### src/rtl/mux_lab_pkg.sv
// Shared types and constants for the 4-to-1 mux scan sequencer.
// No timing of its own; used by the sequencer and its settle timer.
package mux_lab_pkg;

    typedef enum logic [1:0] {
        IDLE,
        SETTLE,
        CAPTURE,
        DONE
    } state_t;

    localparam int NUM_CH  = 4;
    localparam int SEL_W   = 2;
    localparam int TIMER_W = 8;

    // Channel index equals select code equals bit position in the sample word.
    localparam logic [SEL_W-1:0] CH_A = 2'd0;
    localparam logic [SEL_W-1:0] CH_B = 2'd1;
    localparam logic [SEL_W-1:0] CH_C = 2'd2;
    localparam logic [SEL_W-1:0] CH_D = 2'd3;

endpackage

### src/rtl/settle_timer.sv
// Loadable 8-bit down-counter with a zero flag; load has priority over enable.
// Zero reflects the registered count; no backpressure.
module settle_timer
    import mux_lab_pkg::*;
(
    input  logic               clk,
    input  logic               rst,
    input  logic               load,
    input  logic [TIMER_W-1:0] load_val,
    input  logic               en,
    output logic               zero
);

    logic [TIMER_W-1:0] count;

    always_ff @(posedge clk or posedge rst) begin
        if (rst) begin
            count <= '0;
        end else if (load) begin
            count <= load_val;
        end else if (en && (count != '0)) begin
            count <= count - TIMER_W'(1);
        end
    end

    assign zero = (count == '0);

endmodule

### src/rtl/mux_scan_sequencer.sv
// Walks the mux selects A..D, settles SETTLE_CYCLES per channel, captures F, and
// publishes the 4-bit word with a one-cycle valid 4*(SETTLE_CYCLES+1)+1 edges after start.
module mux_scan_sequencer
    import mux_lab_pkg::*;
#(
    parameter int SETTLE_CYCLES = 2,
    parameter bit CONTINUOUS    = 1'b0
) (
    input  logic              clk,
    input  logic              rst,
    input  logic              start,
    input  logic              abort,
    input  logic              mux_f,
    output logic              sel_s1,
    output logic              sel_s0,
    output logic              busy,
    output logic [NUM_CH-1:0] sample,
    output logic              sample_valid
);

    localparam logic [TIMER_W-1:0] RELOAD = TIMER_W'(SETTLE_CYCLES - 1);

    state_t             state;
    logic [SEL_W-1:0]   channel;
    logic [NUM_CH-1:0]  buffer;
    logic               timer_load;
    logic               timer_en;
    logic               timer_zero;

    // Reload whenever the FSM is about to enter SETTLE.
    assign timer_load = !abort && (((state == IDLE) && start) ||
                                   ((state == CAPTURE) && (channel != CH_D)) ||
                                   ((state == DONE) && CONTINUOUS));
    assign timer_en   = (state == SETTLE) && !abort;

    settle_timer u_settle_timer (
        .clk      (clk),
        .rst      (rst),
        .load     (timer_load),
        .load_val (RELOAD),
        .en       (timer_en),
        .zero     (timer_zero)
    );

    always_ff @(posedge clk or posedge rst) begin
        if (rst) begin
            state        <= IDLE;
            channel      <= CH_A;
            buffer       <= '0;
            busy         <= 1'b0;
            sample       <= '0;
            sample_valid <= 1'b0;
        end else begin
            sample_valid <= 1'b0;
            case (state)
                IDLE: begin
                    channel <= CH_A;
                    if (start && !abort) begin
                        state <= SETTLE;
                        busy  <= 1'b1;
                    end
                end
                SETTLE: begin
                    if (abort) begin
                        state   <= IDLE;
                        channel <= CH_A;
                        buffer  <= '0;
                        busy    <= 1'b0;
                    end else if (timer_zero) begin
                        state <= CAPTURE;
                    end
                end
                CAPTURE: begin
                    if (abort) begin
                        state   <= IDLE;
                        channel <= CH_A;
                        buffer  <= '0;
                        busy    <= 1'b0;
                    end else begin
                        buffer[channel] <= mux_f;
                        if (channel == CH_D) begin
                            state <= DONE;
                        end else begin
                            channel <= channel + SEL_W'(1);
                            state   <= SETTLE;
                        end
                    end
                end
                DONE: begin
                    // The result is published even when abort arrives here.
                    sample       <= buffer;
                    sample_valid <= 1'b1;
                    channel      <= CH_A;
                    if (CONTINUOUS && !abort) begin
                        state <= SETTLE;
                    end else begin
                        state  <= IDLE;
                        busy   <= 1'b0;
                        buffer <= '0;
                    end
                end
                default: begin
                    state   <= IDLE;
                    channel <= CH_A;
                    busy    <= 1'b0;
                end
            endcase
        end
    end

    assign sel_s1 = channel[1];
    assign sel_s0 = channel[0];

endmodule

### config.mk
export PLATFORM = sky130hd
export DESIGN_NAME = mux_scan_sequencer
export DESIGN_NICKNAME = d
export VERILOG_FILES = /design/src/rtl/mux_lab_pkg.sv /design/src/rtl/settle_timer.sv /design/src/rtl/mux_scan_sequencer.sv
export SDC_FILE = /design/constraint.sdc
export NUM_CORES = 1
export LEC_CHECK = 0
export BUFFER_PORTS_ARGS = -buffer_cell sky130_fd_sc_hd__buf_2
export CAP_MARGIN = 5
export CORE_MARGIN = 2
export CORE_UTILIZATION = 46
export CTS_BUF_LIST = sky130_fd_sc_hd__clkbuf_16
export CTS_CLUSTER_DIAMETER = 30
export DETAILED_ROUTE_END_ITERATION = 10
export PLACE_DENSITY = 0.67
export SYNTH_ARGS = -nofsm -noshare
export SYNTH_HDL_FRONTEND = slang
export SYNTH_SLANG_ARGS = --single-unit
export TNS_END_PERCENT = 50
### constraint.sdc
create_clock -name clk -period 1.9 [get_ports clk]
set_clock_uncertainty 0.15 [all_clocks]
set_input_delay 0.19 -clock clk [delete_from_list [all_inputs] [get_ports clk]]
set_output_delay 0.19 -clock clk [all_outputs]
set_load 0.02 [all_outputs]
==> summary.md, run 1 <==
| Metric | Value |
|---|---|
| WL per Instance | 14.0 um |
| GRT Residual Overflow | 0 |
| Initial Utilization | 48.7% |
| Crit-path max FO | 5 |
| Row count | 18 |
| EDFF count, synth | 0 |
| Critical path class | register to register |
| Compound-Gate Fraction of Synth Area | 15.3% |
| Clock sinks | 22 |
| Layout cells sized above 1 | 31.0% |
| Global Route Usage Sum | 17.7% |
| Minimum clock period | 1.80 ns |
| Post-DRT Antenna Nets | 0 |
| Hold Path Class | input port to register |
| FMAX | 557 MHz |
| Setup crit end kind | register |
| Number of global-route vias before repair | 902 |
| DR vias/cell | 5.30 |
| DRC Markers | 0 |
| Period utilisation layout | 94.5% |
| Clk root buf | clkbuf_16 |
| Final Hold Fails | 0 |
| CP required | 1.90 ns |
| Initial drt markers | 16 |
| Simple-gate area share of the yosys netlist | 17.4% |
| Final setup TNS | 0 ns |
| First-pass GRT wire length | 4240 um |
| Max Cap Violations | 0 |
| Adder-cell area share of the yosys netlist | 10.3% |
| Mapped cell area | 1220 um2 |
| Synth Instances | 114 |
| Port bufs | 12 |
| Gp weighted congestion | 0.777 |
| VDD IR max | 0.00112 V |
| Worst relative slew slack | 72.9% |
| Top Ports | 13 |
| Critical Path Start Type | register |
| Via Count | 911 |
| Power per cell area | 1560 nW/um2 |
| Total wire length | 2400 um |
| Slew Limit Fails | 0 |
| Finished layout cell area | 1560 um2 |
| Non-Filler Instances | 172 |
| Clk_lat worst skew | 0.25 ns |
| Post-Syn Area per Cell | 10.7 um2 |
| Core box area | 2500 um2 |
| CP Data Arrival Time | 1.79 ns |
| Placed Cells | 162 |
| Mux cell area share after synthesis | 6.27% |
| Top_reg_cell synth | dfrtp_1 |
| Reg clk slew, reported paths | 0.06 ns |
| Setup slack, reg-to-reg | 0.10 ns |
| Die Area | 3070 um2 |
| Hold_sp | abort |
| Clk buf depth | 2 |
| Yosys warns | 0 |
| Post-synthesis xor/xnor area fraction | 2.16% |
| Antenna violations before repair | 0 |
| H-tree depth | 1 |
| Main combinational cell family by area after synthesis | simple AND/OR/NAND/NOR gates |
| Critical path launch point | u_settle_timer.count[1] |
| Status | finished, final reports clean |
| Post-DP HPWL | 1760 um |
| Die X | 55.4 um |
| Distinct cells, synth | 30 |
| Yosys reg bits | 22 |
| Fin nets | 158 |
| Largest net degree at the start of global routing | 23 |
| Syn nets | 129 |
| Lkg Pwr | 0.000743 uW |
| Seq/Total Area, Yosys | 45.2% |
| Async SR Flop Fraction | 100% |
| DP Area | 1370 um2 |
| Worst Max-Slew Pin Slew | 0.405 ns |
| Layout area overhead | 28.1% |
| TritonCTS Buffers | 3 |
| Antenna diode count | 0 |
| Final core utilization | 62.4% |
| CTS tree | done |
| Final setup viols | 0 |
| Crit Reg-Reg Startpoint | u_settle_timer.count[1] |
| Die Y | 55.4 um |
| Drt pass-1 iters | 6 |
-- path summary, 6_finish.rpt --
check / depth (start not counted) / to
worst max register to register: 7 / u_settle_timer.count[5]
min in group asynchronous: 4 / u_settle_timer.count[6]
worst max-delay path: 7 / u_settle_timer.count[5]
worst min-delay path: 2 / channel[1]
worst min register to register: 1 / buffer[0]
max in group asynchronous: 4 / channel[1]
-- sequential cells by signal, summed over array words and instances, names as in the netlist --
name,count
u_settle_timer.count,8
buffer,4
sample,4
channel,2
state,2
busy,1
sample_valid,1
-- where the power goes --
| group | switching (uW) | total [uW] | leakage (uW) | internal (uW) |
|---|---|---|---|---|
| clock | 164 | 582 | 0.0000511 | 418 |
| sequential | 144 | 732 | 0.000295 | 587 |
| combinational | 587 | 1120 | 0.000398 | 538 |
-- critical path: stages, from the launching register on --
cell and delay, ns:
dfrtp_1 0.40, inv_1 0.07, ha_2 0.20, nor3b_4 0.18
buf_4 0.15, a2111oi_4 0.34, xnor2_1 0.15, nor2_1 0.05
-- area by class of cell --
| type | count | area [um2] |
|---|---|---|
| Clock inverter | 1 | 30.0 |
| Timing Repair Buffer | 25 | 160 |
| Inverter | 10 | 37.5 |
| Clock buffer | 3 | 75.1 |
| Sequential cell | 22 | 551 |
| Fill cell | 198 | 941 |
| Multi-Input combinational cell | 81 | 668 |
| Tap cell | 30 | 37.5 |
-- cell families (layout without fill, tap and decap cells) --
group,Yosys count,after routing
mux,7,7
buf+inv,11,39
compound gates,26,26
flops,22,22
xor+xnor,3,3
simple gates,35,35
fa+ha+maj,10,10
-- cells in the final DEF (no fill, tap or decap), drive strengths merged --
cell         count
a211oi           3
buf             24
a22o             4
a31o             1
clkbuf           3
nor2b            2
nor2            12
nand2            3
a22oi            1
nand4b           1
mux2i            2
nor4b            1
xnor2            3
ha              10
nor4             1
bufinv           1
dfrtp           22
dlygate4sd3      1
or4              2
a21oi            7
o21ai            7
or3              2
mux2             5
inv             10
nand3b           1
nand3            1
a2111oi          1
nand2b           4
nor3             3
a21o             2
nor3b            2
-- metrics by stage --
stage | setup slack, ns | power (uW) | hold WS (ns)
floorplan | 0.127 | 1440 | 0.0292
global placement | -0.0383 | 1640 | 0.0846
detailed placement | -0.0576 | 1690 | 0.0843
CTS | 0.0116 | 2310 | 0.0891
global route | -0.00536 | 2620 | 0.124
finish | 0.104 | 2440 | 0.106
-- cell usage after synthesis (2+ instances only) --
cell,n,area [um2]
dfrtp_1,22,551
nor2_1,12,45.0
ha_1,10,125
inv_1,10,37.5
a21oi_1,7,35.0
o21ai_0,7,35.0
mux2_2,5,56.3
a22o_1,4,35.0
nand2b_1,4,25.0
a211oi_1,3,22.5
nand2_1,3,11.3
nor3_1,3,15.0
xnor2_1,3,26.3
a21o_1,2,15.0
mux2i_1,2,20.0
nor2b_1,2,12.5
or3_1,2,12.5
-- repair_timing --
| item | in CTS | in global routing |
|---|---|---|
| endpoints found under the hold margin | 22 | 0 |
| buffers inserted | 0 | 5 |
| hold buffers | 1 | 0 |
| gates resized for setup | 3 | 6 |
| pin swaps | 0 | 4 |
| endpoints found under the setup margin | 6 | 5 |
-- per-layer routing --
| metal | part of all wire (%) | GRT usage [%] | wire length, um |
|---|---|---|---|
| met1 | 44 | 23.0 | 1060 |
| met3 | 3.1 | 4.22 | 75 |
| met4 | 1.6 | 6.27 | 38 |
| met5 | 0 | 0 | 0 |
| met2 | 51 | 28.7 | 1230 |
Power figures use the tool's default switching activity.
==> inputs of run 2 (changes only) <==
- CAP_MARGIN: 5 -> 20
- RECOVER_POWER: default -> 25
==> run 2 against run 1 <==
Effect of this change:
- cell count stayed put
- critical path type unchanged
- worst hold slack unchanged
- worst setup slack unchanged
==> summary.md, run 2 (synthesis gave the netlist of run 1 again) <==
| Metric | Value |
|---|---|
| Status | finished, final reports clean |
| DRC Markers | 0 (unchanged) |
| FMAX | 557 MHz (unchanged) |
| GR Layer Usage met1 | 23.0% (unchanged) |
| Fillers | 199 (+0.51%) |
| Clk root buf | clkbuf_16 |
| Die Area | 3070 um2 (unchanged) |
| GRT Residual Overflow | 0 (unchanged) |
| Reg-to-reg endpoint | u_settle_timer.count[5] |
| Largest net degree at the start of global routing | 23 (unchanged) |
| Number of global-route vias before repair | 902 (unchanged) |
| Worst relative slew slack | 64.7% (-8.3 points) |
| Most flops, register | u_settle_timer.count |
| Top Ports | 13 (unchanged) |
| Global Route Usage Sum | 17.7% (unchanged) |
| DP Area | 1370 um2 (unchanged) |
| Worst Max-Slew Pin Slew | 0.530 ns (+0.125 ns) |
| Fin nets | 158 (unchanged) |
| Core box area | 2500 um2 (unchanged) |
| WL per Instance | 14.0 um (unchanged) |
| Total power | 2440 uW (about the same) |
| DR vias/cell | 5.30 (unchanged) |
| Final setup TNS | 0 ns (unchanged) |
| Hold Path Class | input port to register |
| Number of flip-flops in the largest register | 8 (unchanged) |
| Post-DRT Antenna Nets | 0 (unchanged) |
| Most Used Layer, Global Route | met2 |
| First-pass GRT wire length | 4240 um (unchanged) |
| Antenna violations before repair | 0 (unchanged) |
| Layout area overhead | 27.9% |
| Final Hold Fails | 0 (unchanged) |
| Setup crit end kind | register |
| CTS tree | done |
| Power per cell area | 1570 nW/um2 (+0.13%) |
| Finished layout cell area | 1560 um2 (-0.16%) |
| Final setup viols | 0 (unchanged) |
| Hold-critical path depth | 2 (unchanged) |
| Commonest cells after routing, fill and taps aside | dfrtp_1 (22), nor2_1 (12), buf_2 (12) |
| Critical Path Start Type | register |
| CP required | 1.90 ns (about the same) |
| Reg clk slew, reported paths | 0.06 ns (about the same) |
| Max Cap Violations | 0 (unchanged) |
| VDD IR max | 0.00112 V (unchanged) |
| Antenna diode count | 0 (unchanged) |
| H-tree depth | 1 (unchanged) |
| Crit Reg-Reg Startpoint | u_settle_timer.count[1] |
| Clk_lat worst skew | 0.25 ns (about the same) |
| Min-Delay Endpoint | channel[1] |
| Hold_sp | abort |
| Gp weighted congestion | 0.777 (unchanged) |
| TritonCTS Buffers | 3 (unchanged) |
| Biggest regs | u_settle_timer.count x8, buffer x4, sample x4 |
| Clk buf depth | 2 (unchanged) |
| Via Count | 911 (unchanged) |
| Lkg Pwr | 0.000743 uW (about the same) |
| Port bufs | 12 (unchanged) |
| Minimum clock period | 1.80 ns (unchanged) |
| CP Data Arrival Time | 1.79 ns (about the same) |
| Period utilisation layout | 94.5% (unchanged) |
| Die X | 55.4 um (unchanged) |
| Row count | 18 (unchanged) |
| Setup slack, reg-to-reg | 0.10 ns (about the same) |
| Most common cell after layout, fill and taps aside | dfrtp_1 |
| Initial drt markers | 17 (+1) |
| Worst Hold Slack | 0.106 ns (unchanged) |
| Post-DP HPWL | 1760 um (unchanged) |
| M2 GR Usage | 28.7% (unchanged) |
| Worst Reg-to-Reg Cells | 7 (unchanged) |
| Total wire length | 2400 um (unchanged) |
| Drt pass-1 iters | 6 (unchanged) |
| Slew Limit Fails | 0 (unchanged) |
| Clock sinks | 22 (unchanged) |
| Crit-path max FO | 5 (unchanged) |
| Met3 usage | 4.22% (unchanged) |
| Die Y | 55.4 um (unchanged) |
| Layout cells sized above 1 | 31.0% (unchanged) |
| Critical path class | register to register |
| Initial Utilization | 48.7% (unchanged) |
==> run 2: critical path: stages, from the launching register on <==
cell	delay, ns
dfrtp_1	0.40
inv_1	0.07
ha_2	0.20
nor3b_4	0.18
buf_4	0.15
a2111oi_4	0.34
xnor2_1	0.15
nor2_1	0.05
==> run 2: layer usage <==
metal	vias up	routed length, um
li1	459	-
met1	433	1060
met2	15	1230
met3	4	75
met4	0	38
met5	-	0
==> run 2: cell type report <==
| cell class | count | area, um2 | share of cell area, % |
|---|---|---|---|
| repair buffers | 25 | 158 | 10.1 |
| clock buffers | 3 | 75.1 | 4.82 |
| inverters | 10 | 37.5 | 2.41 |
| clock inverters | 1 | 30.0 | 1.93 |
| flip-flops and latches | 22 | 551 | 35.4 |
| well taps | 30 | 37.5 | 2.41 |
| multi-input cells | 81 | 668 | 42.9 |
==> run 2: report_power, final <==
group	leakage (uW)	switching (uW)	internal, uW
combinational	0.000397	587	537
clock	0.0000511	164	418
sequential	0.000295	144	587
==> run 2: timing repair <==
action                                  CTS  global route
endpoints found under the hold margin    22             0
endpoints found under the setup margin    6             5
hold buffers                              1             0
buffers inserted                          0             5
gates resized for setup                   3             6
pin swaps                                 0             4
==> run 2: metrics by stage <==
step | worst slack (ns) | cells | utilization [%]
after floorplan | 0.127 | 114 | -
after global routing | -0.00536 | 172 | 62.3
after global placement | -0.0383 | 162 | 54.7
final | 0.104 | 172 | 62.3
after detailed placement | -0.0576 | 162 | 54.7
after CTS | 0.0116 | 167 | 60.0
==> run 2: worst max-delay path by stage <==
stage,from,cells past startpoint,endpoint
floorplan,channel[0],5,u_settle_timer.count[4]
global placement,u_settle_timer.count[0],6,state[0]
detailed placement,u_settle_timer.count[0],6,state[0]
CTS,u_settle_timer.count[0],6,u_settle_timer.count[4]
global route,u_settle_timer.count[1],7,u_settle_timer.count[5]
finish,u_settle_timer.count[1],7,u_settle_timer.count[5]
==> inputs of run 3 (changes only) <==
- PLACE_DENSITY: 0.67 -> 0.64
==> run 3 against run 2 <==
Effect of this change:
- worst setup slack lost 0.021 ns
- cell count shrank 1.2%
- clock-buffer cell count is the same
- die area is the same
- global-route usage shrank 2.2 points
- combinational power shrank 7%
- sequential share of layout area grew 1.1 points
- non-clock buffer count shrank 2
- largest cell class unchanged
- clock power shrank 23%
- utilization shrank 2.0 points
- power shrank 8.9%
==> summary.md, run 3 (synthesis gave the netlist of run 1 again) <==
| Metric | Value |
|---|---|
| Largest net degree at the start of global routing | 23 (unchanged) |
| DR vias/cell | 5.30 (about the same) |
| Sw Share | 38.8% (+2.1 points) |
| Reg clk slew, reported paths | 0.06 ns (about the same) |
| Hold Path Class | input port to register |
| Setup slack, reg-to-reg | 0.08 ns (-0.02 ns) |
| DP Area | 1370 um2 (unchanged) |
| Final setup viols | 0 (unchanged) |
| P_int | 1360 uW (-12%) |
| Area of the multi-input gates | 661 um2 (-1.1%) |
| Global Route Usage Sum | 15.6% (-2.2 points) |
| Initial Utilization | 48.7% (unchanged) |
| Total power | 2220 uW (-8.9%) |
| Fin nets | 156 (-1.3%) |
| Minimum clock period | 1.82 ns (+0.0212 ns) |
| Top Ports | 13 (unchanged) |
| Period utilisation layout | 95.6% (+1.1 points) |
| Die Area | 3070 um2 (unchanged) |
| Final Hold Fails | 0 (unchanged) |
| Via Count | 901 (-1.1%) |
| Drt pass-1 iters | 4 (-2) |
| Worst relative slew slack | 64.1% (-0.55 points) |
| RSZ-0062 raised after global routing | no |
| DRC Markers | 0 (unchanged) |
| First-pass GRT wire length | 3750 um (-12%) |
| Crit Reg-Reg Startpoint | u_settle_timer.count[2] |
| Critical path class | register to register |
| Register Area | 551 um2 (unchanged) |
| Seq pwr share | 33.2% (+3.2 points) |
| Reg-to-reg endpoint | u_settle_timer.count[7] |
| Critical path launch point | u_settle_timer.count[2] |
| Biggest regs | u_settle_timer.count x8, buffer x4, sample x4 |
| Status | finished, final reports clean |
| Clk_lat worst skew | 0.25 ns (about the same) |
| Critical Path Start Type | register |
| Row count | 18 (unchanged) |
| Clock sinks | 22 (unchanged) |
| GRT Residual Overflow | 0 (unchanged) |
| Crit-path max FO | 6 (+1) |
| Lkg Pwr | 0.000723 uW (-2.7%) |
| CTS tree | done |
| Gp weighted congestion | 0.781 (+0.51%) |
| Comb pwr share | 46.7% (+0.6 points) |
| Worst Hold Slack | 0.103 ns (-0.00309 ns) |
| CP required | 1.93 ns (+0.03 ns) |
| Setup crit end kind | register |
| Port bufs | 12 (unchanged) |
| Most common cell after layout, fill and taps aside | dfrtp_1 |
| Number of global-route vias before repair | 849 (-5.9%) |
| Most flops, register | u_settle_timer.count |
| Antenna diode count | 0 (unchanged) |
| Antenna violations before repair | 0 (unchanged) |
| CP endpoint | u_settle_timer.count[7] |
| Commonest cells after routing, fill and taps aside | dfrtp_1 (22), nor2_1 (12), buf_2 (12) |
| Max Cap Violations | 0 (unchanged) |
| Clk buf depth | 2 (unchanged) |
| Finished layout cell area | 1510 um2 (-3.1%) |
| NetSw | 861 uW (-3.8%) |
| Slew Limit Fails | 0 (unchanged) |
| Worst Max-Slew Pin Slew | 0.538 ns (+0.00824 ns) |
| CP Data Arrival Time | 1.85 ns (+0.06 ns) |
| FMAX | 550 MHz (-1.2%) |
| Power per cell area | 1470 nW/um2 (-5.9%) |
| Initial drt markers | 28 (+11) |
| Fillers | 202 (+1.5%) |
| Layout area overhead | 23.8% |
| Post-DRT Antenna Nets | 0 (unchanged) |
| Clk root buf | clkbuf_16 |
| Layout cells sized above 1 | 28.6% (-2.4 points) |
| Total wire length | 2210 um (-8.1%) |
| TritonCTS Buffers | 3 (unchanged) |
| VDD IR max | 0.000879 V (-21%) |
| Worst Reg-to-Reg Cells | 4 (-3) |
| Post-DP HPWL | 1630 um (-7.7%) |
| Die Y | 55.4 um (unchanged) |
| Die X | 55.4 um (unchanged) |
| WL per Instance | 13.0 um (-7.0%) |
| H-tree depth | 1 (unchanged) |
| Core box area | 2500 um2 (unchanged) |
| Number of flip-flops in the largest register | 8 (unchanged) |
| Clock network power share | 20.2% (-3.7 points) |
==> run 3: final cells by class <==
type,instances,share of cell area [%]
clock buffers,3,4.98
inverters,10,2.49
repair buffers,23,9.46
well taps,30,2.49
flip-flops and latches,22,36.5
multi-input cells,81,43.8
clock inverters,1,0.249
==> run 3: worst max-delay path, stage by stage, from the launching register on <==
cell and delay [ns]:
dfrtp_1 0.46, nor4_4 0.49, nand3_1 0.17, or3_1 0.33
a21oi_1 0.15
==> run 3: layer usage <==
metal / track usage [%] / share of wire, %
met5: 0 / 0
met4: 9.41 / 2.4
met3: 2.11 / 2.2
met2: 23.8 / 45
met1: 20.9 / 50
==> run 3: worst min path at each step <==
stage	from	to	slack, ns	cells past startpoint
floorplan	rst	buffer[0]	0.03	1
global placement	rst	u_settle_timer.count[6]	0.08	3
detailed placement	rst	u_settle_timer.count[3]	0.09	3
CTS	abort	channel[1]	0.09	2
global route	abort	channel[0]	0.13	2
finish	abort	channel[1]	0.10	2
==> run 3: power groups by stage <==
stage	clock network, uW	logic (uW)	registers (uW)
finish	448	1040	737
CTS	453	967	735
floorplan	0	703	740
detailed placement	0	945	738
global placement	0	925	729
global route	475	1140	755
==> run 3: repair_timing <==
item	4_1_cts	5_1_grt
resized for setup	2	5
setup buffers	0	3
endpoints found under the setup margin	7	6
hold buffers	1	0
hold endpoints to repair	22	0
==> run 3: through the flow <==
step	setup WS, ns	setup TNS (ns)	std cells	util [%]
after global routing	0.0114	0	170	60.3
after global placement	-0.0271	-0.0538	162	54.7
final	0.0831	0	170	60.3
after detailed placement	-0.0538	-0.255	162	54.7
after floorplan	0.127	0	114	-
after CTS	0.0000164	0	167	58.8
